==> src/rtl/axis_frame_arbiter.sv <==
// Two-input AXI4-Stream arbiter with frame-granular round-robin grants,
// per-port completed-frame counters and a sticky bad start-of-frame flag.
module axis_frame_arbiter #(
  parameter int C_AXIS_TDATA_WIDTH = 8,
  parameter int C_CNT_WIDTH        = 16
) (
  input  logic                            M_AXIS_ACLK,
  input  logic                            M_AXIS_ARESETN,
  input  logic                            S0_AXIS_TVALID,
  input  logic [C_AXIS_TDATA_WIDTH-1:0]   S0_AXIS_TDATA,
  input  logic [C_AXIS_TDATA_WIDTH/8-1:0] S0_AXIS_TSTRB,
  input  logic                            S0_AXIS_TLAST,
  input  logic                            S0_AXIS_TUSER,
  output logic                            S0_AXIS_TREADY,
  input  logic                            S1_AXIS_TVALID,
  input  logic [C_AXIS_TDATA_WIDTH-1:0]   S1_AXIS_TDATA,
  input  logic [C_AXIS_TDATA_WIDTH/8-1:0] S1_AXIS_TSTRB,
  input  logic                            S1_AXIS_TLAST,
  input  logic                            S1_AXIS_TUSER,
  output logic                            S1_AXIS_TREADY,
  output logic                            M_AXIS_TVALID,
  output logic [C_AXIS_TDATA_WIDTH-1:0]   M_AXIS_TDATA,
  output logic [C_AXIS_TDATA_WIDTH/8-1:0] M_AXIS_TSTRB,
  output logic                            M_AXIS_TLAST,
  output logic                            M_AXIS_TUSER,
  input  logic                            M_AXIS_TREADY,
  output logic [1:0]                      GRANT,
  output logic [C_CNT_WIDTH-1:0]          FRAME_CNT0,
  output logic [C_CNT_WIDTH-1:0]          FRAME_CNT1,
  output logic                            SOF_ERR
);

  typedef enum logic [1:0] {IDLE, BUSY0, BUSY1} state_t;

  state_t                 r_state;
  state_t                 w_nextState;
  logic                   r_lastServed;
  logic                   r_firstBeat;
  logic                   r_sofErr;
  logic [C_CNT_WIDTH-1:0] r_frameCnt0;
  logic [C_CNT_WIDTH-1:0] r_frameCnt1;

  logic w_hs0;
  logic w_hs1;
  logic w_hs;
  logic w_hsUser;
  logic w_end0;
  logic w_end1;
  logic w_start;

  assign w_hs0    = (r_state == BUSY0) && S0_AXIS_TVALID && M_AXIS_TREADY;
  assign w_hs1    = (r_state == BUSY1) && S1_AXIS_TVALID && M_AXIS_TREADY;
  assign w_hs     = w_hs0 || w_hs1;
  assign w_hsUser = (r_state == BUSY0) ? S0_AXIS_TUSER : S1_AXIS_TUSER;
  assign w_end0   = w_hs0 && S0_AXIS_TLAST;
  assign w_end1   = w_hs1 && S1_AXIS_TLAST;
  assign w_start  = (r_state == IDLE) && (S0_AXIS_TVALID || S1_AXIS_TVALID);

  always_ff @(posedge M_AXIS_ACLK or negedge M_AXIS_ARESETN) begin
    if (!M_AXIS_ARESETN) begin
      r_state <= IDLE;
    end else begin
      r_state <= w_nextState;
    end
  end

  // r_lastServed=1 means port 1 went last, so a tie goes to port 0
  always_comb begin
    w_nextState = r_state;
    case (r_state)
      IDLE: begin
        if (S0_AXIS_TVALID && (!S1_AXIS_TVALID || r_lastServed)) begin
          w_nextState = BUSY0;
        end else if (S1_AXIS_TVALID) begin
          w_nextState = BUSY1;
        end
      end
      BUSY0: begin
        if (w_end0) begin
          w_nextState = IDLE;
        end
      end
      BUSY1: begin
        if (w_end1) begin
          w_nextState = IDLE;
        end
      end
      default: w_nextState = IDLE;
    endcase
  end

  always_comb begin
    M_AXIS_TVALID  = 1'b0;
    M_AXIS_TDATA   = '0;
    M_AXIS_TSTRB   = '0;
    M_AXIS_TLAST   = 1'b0;
    M_AXIS_TUSER   = 1'b0;
    S0_AXIS_TREADY = 1'b0;
    S1_AXIS_TREADY = 1'b0;
    GRANT          = 2'b00;
    case (r_state)
      BUSY0: begin
        M_AXIS_TVALID  = S0_AXIS_TVALID;
        M_AXIS_TDATA   = S0_AXIS_TDATA;
        M_AXIS_TSTRB   = S0_AXIS_TSTRB;
        M_AXIS_TLAST   = S0_AXIS_TLAST;
        M_AXIS_TUSER   = S0_AXIS_TUSER;
        S0_AXIS_TREADY = M_AXIS_TREADY;
        GRANT          = 2'b01;
      end
      BUSY1: begin
        M_AXIS_TVALID  = S1_AXIS_TVALID;
        M_AXIS_TDATA   = S1_AXIS_TDATA;
        M_AXIS_TSTRB   = S1_AXIS_TSTRB;
        M_AXIS_TLAST   = S1_AXIS_TLAST;
        M_AXIS_TUSER   = S1_AXIS_TUSER;
        S1_AXIS_TREADY = M_AXIS_TREADY;
        GRANT          = 2'b10;
      end
      default: ;
    endcase
  end

  // The bad-SOF check only applies to the first accepted beat of each frame
  always_ff @(posedge M_AXIS_ACLK or negedge M_AXIS_ARESETN) begin
    if (!M_AXIS_ARESETN) begin
      r_lastServed <= 1'b1;
      r_firstBeat  <= 1'b0;
      r_sofErr     <= 1'b0;
      r_frameCnt0  <= '0;
      r_frameCnt1  <= '0;
    end else begin
      if (w_start) begin
        r_firstBeat <= 1'b1;
      end else if (w_hs) begin
        r_firstBeat <= 1'b0;
      end
      if (r_firstBeat && w_hs && !w_hsUser) begin
        r_sofErr <= 1'b1;
      end
      if (w_end0) begin
        r_lastServed <= 1'b0;
        r_frameCnt0  <= r_frameCnt0 + 1'b1;
      end
      if (w_end1) begin
        r_lastServed <= 1'b1;
        r_frameCnt1  <= r_frameCnt1 + 1'b1;
      end
    end
  end

  assign FRAME_CNT0 = r_frameCnt0;
  assign FRAME_CNT1 = r_frameCnt1;
  assign SOF_ERR    = r_sofErr;

endmodule
==> config.mk <==
export PLATFORM = sky130hd
export DESIGN_NAME = axis_frame_arbiter
export DESIGN_NICKNAME = d
export VERILOG_FILES = /design/src/rtl/axis_frame_arbiter.sv
export SDC_FILE = /design/constraint.sdc
export NUM_CORES = 1
export LEC_CHECK = 0
export CAP_MARGIN = 20
export CELL_PAD_IN_SITES_DETAIL_PLACEMENT = 1
export CELL_PAD_IN_SITES_GLOBAL_PLACEMENT = 1
export CORE_MARGIN = 2
export CORE_UTILIZATION = 32
export DETAILED_ROUTE_END_ITERATION = 10
export PLACE_DENSITY = 0.9
export SETUP_SLACK_MARGIN = 0.02
export SYNTH_ARGS = -nofsm -noshare
export SYNTH_HDL_FRONTEND = slang
export SYNTH_SLANG_ARGS = --single-unit
==> constraint.sdc <==
create_clock -name M_AXIS_ACLK -period 2.6 [get_ports M_AXIS_ACLK]
set_clock_uncertainty 0.05 [all_clocks]
set_input_delay 0.26 -clock M_AXIS_ACLK [delete_from_list [all_inputs] [get_ports M_AXIS_ACLK]]
set_output_delay 0.26 -clock M_AXIS_ACLK [all_outputs]
set_load 0.005 [all_outputs]
==> run metrics <==
syn_nets=226; max-cap violations=0; number of cell rows=28; CTS tree=yes; GRT met3 Usage=4.73%; Final period util=93.4%; Unique masters post-synth=30; drt pass-1 iters=4; starting density of the core=32.9%; Antenna diodes=0; final wirelength=5480 um; Power Density=662 mW/mm2; fill count=667; final std cells w/o fill=345; post-route minimum period=2.43 ns; Clock Path Buffers=2; DR vias/cell=4.98; final setup violation count=0; most frequent cells in the layout=clkdlybuf4s50_1 (74), dfrtp_1 (36), xnor2_1 (23); critical path endpoint category=primary output; Critical path buffers and inverters=3; Core ar.=0.00592 mm2; worst hold path type=primary input to async pin; Synth Cell Area=0.00195 mm2; Slew @ Worst Pin=0.832 ns; RSZ-0062 raised after global routing=false; dominant cell type by area after synthesis=dfrtp_1; flop2flop setup slack=0.45 ns; WS Path Type=flop to primary output; FMAX=412 MHz; Mapped Cells=192; Via Count=1,717; worst path required time=2.29 ns; Slowest cell on crit path=clkdlybuf4s50_1; Mean Syn Cell Area=10.2 um2; share of layout cells above drive strength 1=7.04%; Slew headroom=44.5%; Detail Route Antenna Nets=0; Die ar.=0.00674 mm2; cts bufs inserted=5; Cells after DPL=337; final slew viol count=0; Storage cell area=927 um2; Synth warnings=0; H-Tree Depth=2; sequential share of the synthesized area=47.5%; Most Used Layer, Global Route=met2; Max VDD drop=291 uV; detailed placement HPWL=4250 um; GPL Wtd Cong=0.759; total grt overflow=0; detailed-route wire length per cell=15.9 um; footprint of the multi-input gates=957 um2; area delta synth->final=47.3%; # port buffers=75; Critical Path Start Type=flop; crit-path max FO=11; CP cell instances=inv_1 > ha_1 > buf_4 > a22oi_1 > nor2b_1 > clkdlybuf4s50_1; status=complete, no violations; max incr delay on CP=0.52 ns; gr usage total=17.9%; vias in the first global route=1,927; Die H=82.1 um; first-pass GRT wire length=9180 um; NumNets Final=303; Synth top area share=46.2%; GR Util met1=20.0%; met2 GRT Util=33.2%; predominant post-synthesis flop cell=dfrtp_1; root buf cell=clkbuf_8; commonest non-fill, non-tap cell in the layout=clkdlybuf4s50_1; number of top-level pins=76; leakage power=0.00121 uW; Crit path max-delay family=buffers and inverters; asr flop ratio synth=100%; Synth area leaders=dfrtp_1 (46%), xnor2_1 (10%), a22oi_1 (4.6%), ha_1 (4.5%), nand2_1 (4.2%); DR DRC count=0; largest net degree at the start of global routing=38; initial antenna violation count=0; TNS Setup=0 ns; clock sinks=37; Worst-Skew Late Latency=0.29 ns; clk slew on worst S/H paths=0.07 ns; crit path DAT=2.12 ns; Detailed Route Iter0 Violations=41; Die Width=82.1 um; Hold Violations, Final=0; number of synthesized register bits=37; number of synthesized flops with an enable pin=0
## area by class of cell
class / instances / area share [%]
clock buffers: 6 / 2.87
repair buffers: 76 / 26.2
clock inverters: 2 / 0.479
flip-flops and latches: 37 / 32.3
well taps: 75 / 3.27
inverters: 12 / 1.57
multi-input cells: 137 / 33.3
## report_power, final
group | switching, uW | total [uW] | internal (uW)
logic | 318 | 734 | 415
clock network | 208 | 423 | 215
registers | 93.9 | 746 | 653
## registers in the layout (all words and copies together), names as in the netlist
signal and count:
FRAME_CNT1 16, r_firstBeat 1, r_lastServed 1, FRAME_CNT0 16, r_state 2, SOF_ERR 1
## per-stage QoR
step                      power, uW  setup slack [ns]  util [%]  hold WS [ns]  area [um2]
after floorplan                1090             0.721         -       -0.0856        1950
after global placement         1460             0.411      46.9         0.350        2770
after detailed placement       1490             0.320      46.9         0.360        2770
after CTS                      1930             0.147      48.5        0.0442        2870
after global routing           2030            0.0324      48.5        0.0712        2870
final                          1900             0.171      48.5        0.0189        2870
## path summary, 6_finish.rpt
path / start / end / depth (start not counted)
setup reg to reg: r_state[0] / FRAME_CNT1[8] / 6
min in group M_AXIS_ACLK: FRAME_CNT1[15] / FRAME_CNT1[15] / 1
hold reg to reg: FRAME_CNT1[15] / FRAME_CNT1[15] / 1
hold / removal: M_AXIS_ARESETN / FRAME_CNT1[5] / 1
setup / recovery: r_state[0] / M_AXIS_TDATA[6] / 6
max in group asynchronous: M_AXIS_ARESETN / SOF_ERR / 1
## synth_stat cells, types with 2 or more instances
| cell type | instances |
|---|---|
| ha_1 | 7 |
| clkbuf_1 | 5 |
| nor2_1 | 6 |
| nor4_2 | 2 |
| nor3_1 | 4 |
| nand3_1 | 8 |
| nand3_2 | 2 |
| a22oi_1 | 12 |
| and4_1 | 2 |
| nor2b_1 | 12 |
| o21ai_0 | 5 |
| nand4_1 | 8 |
| nand2_1 | 22 |
| nor4_1 | 2 |
| xor2_1 | 7 |
| dfrtp_1 | 36 |
| and2_1 | 2 |
| xnor2_1 | 23 |
| and3_1 | 4 |
| inv_1 | 12 |
| o2bb2ai_1 | 2 |
## metal layers
metal | share of wire, % | wire, um | vias up
met4 | 1.7 | 91 | 0
met2 | 54 | 2960 | 35
met1 | 41 | 2230 | 860
li1 | - | - | 812
met3 | 3.7 | 201 | 10
met5 | 0 | 0 | -
## cell families (layout without fill, tap and decap cells)
logic type / after synthesis / count (layout) / synth area share (%)
flops: 37 / 37 / 47.5
simple gates: 79 / 79 / 23.3
xor+xnor: 30 / 30 / 13.5
compound gates: 21 / 21 / 7.70
fa+ha+maj: 7 / 7 / 4.49
buf+inv: 18 / 96 / 3.53
## repair_timing
action,4_1_cts,5_1_grt
hold buffers,0,0
setup buffers,0,0
setup endpoints to repair,1,0
gates resized for setup,1,0
endpoints found under the hold margin,0,0
(Power assumes the default switching activity.)
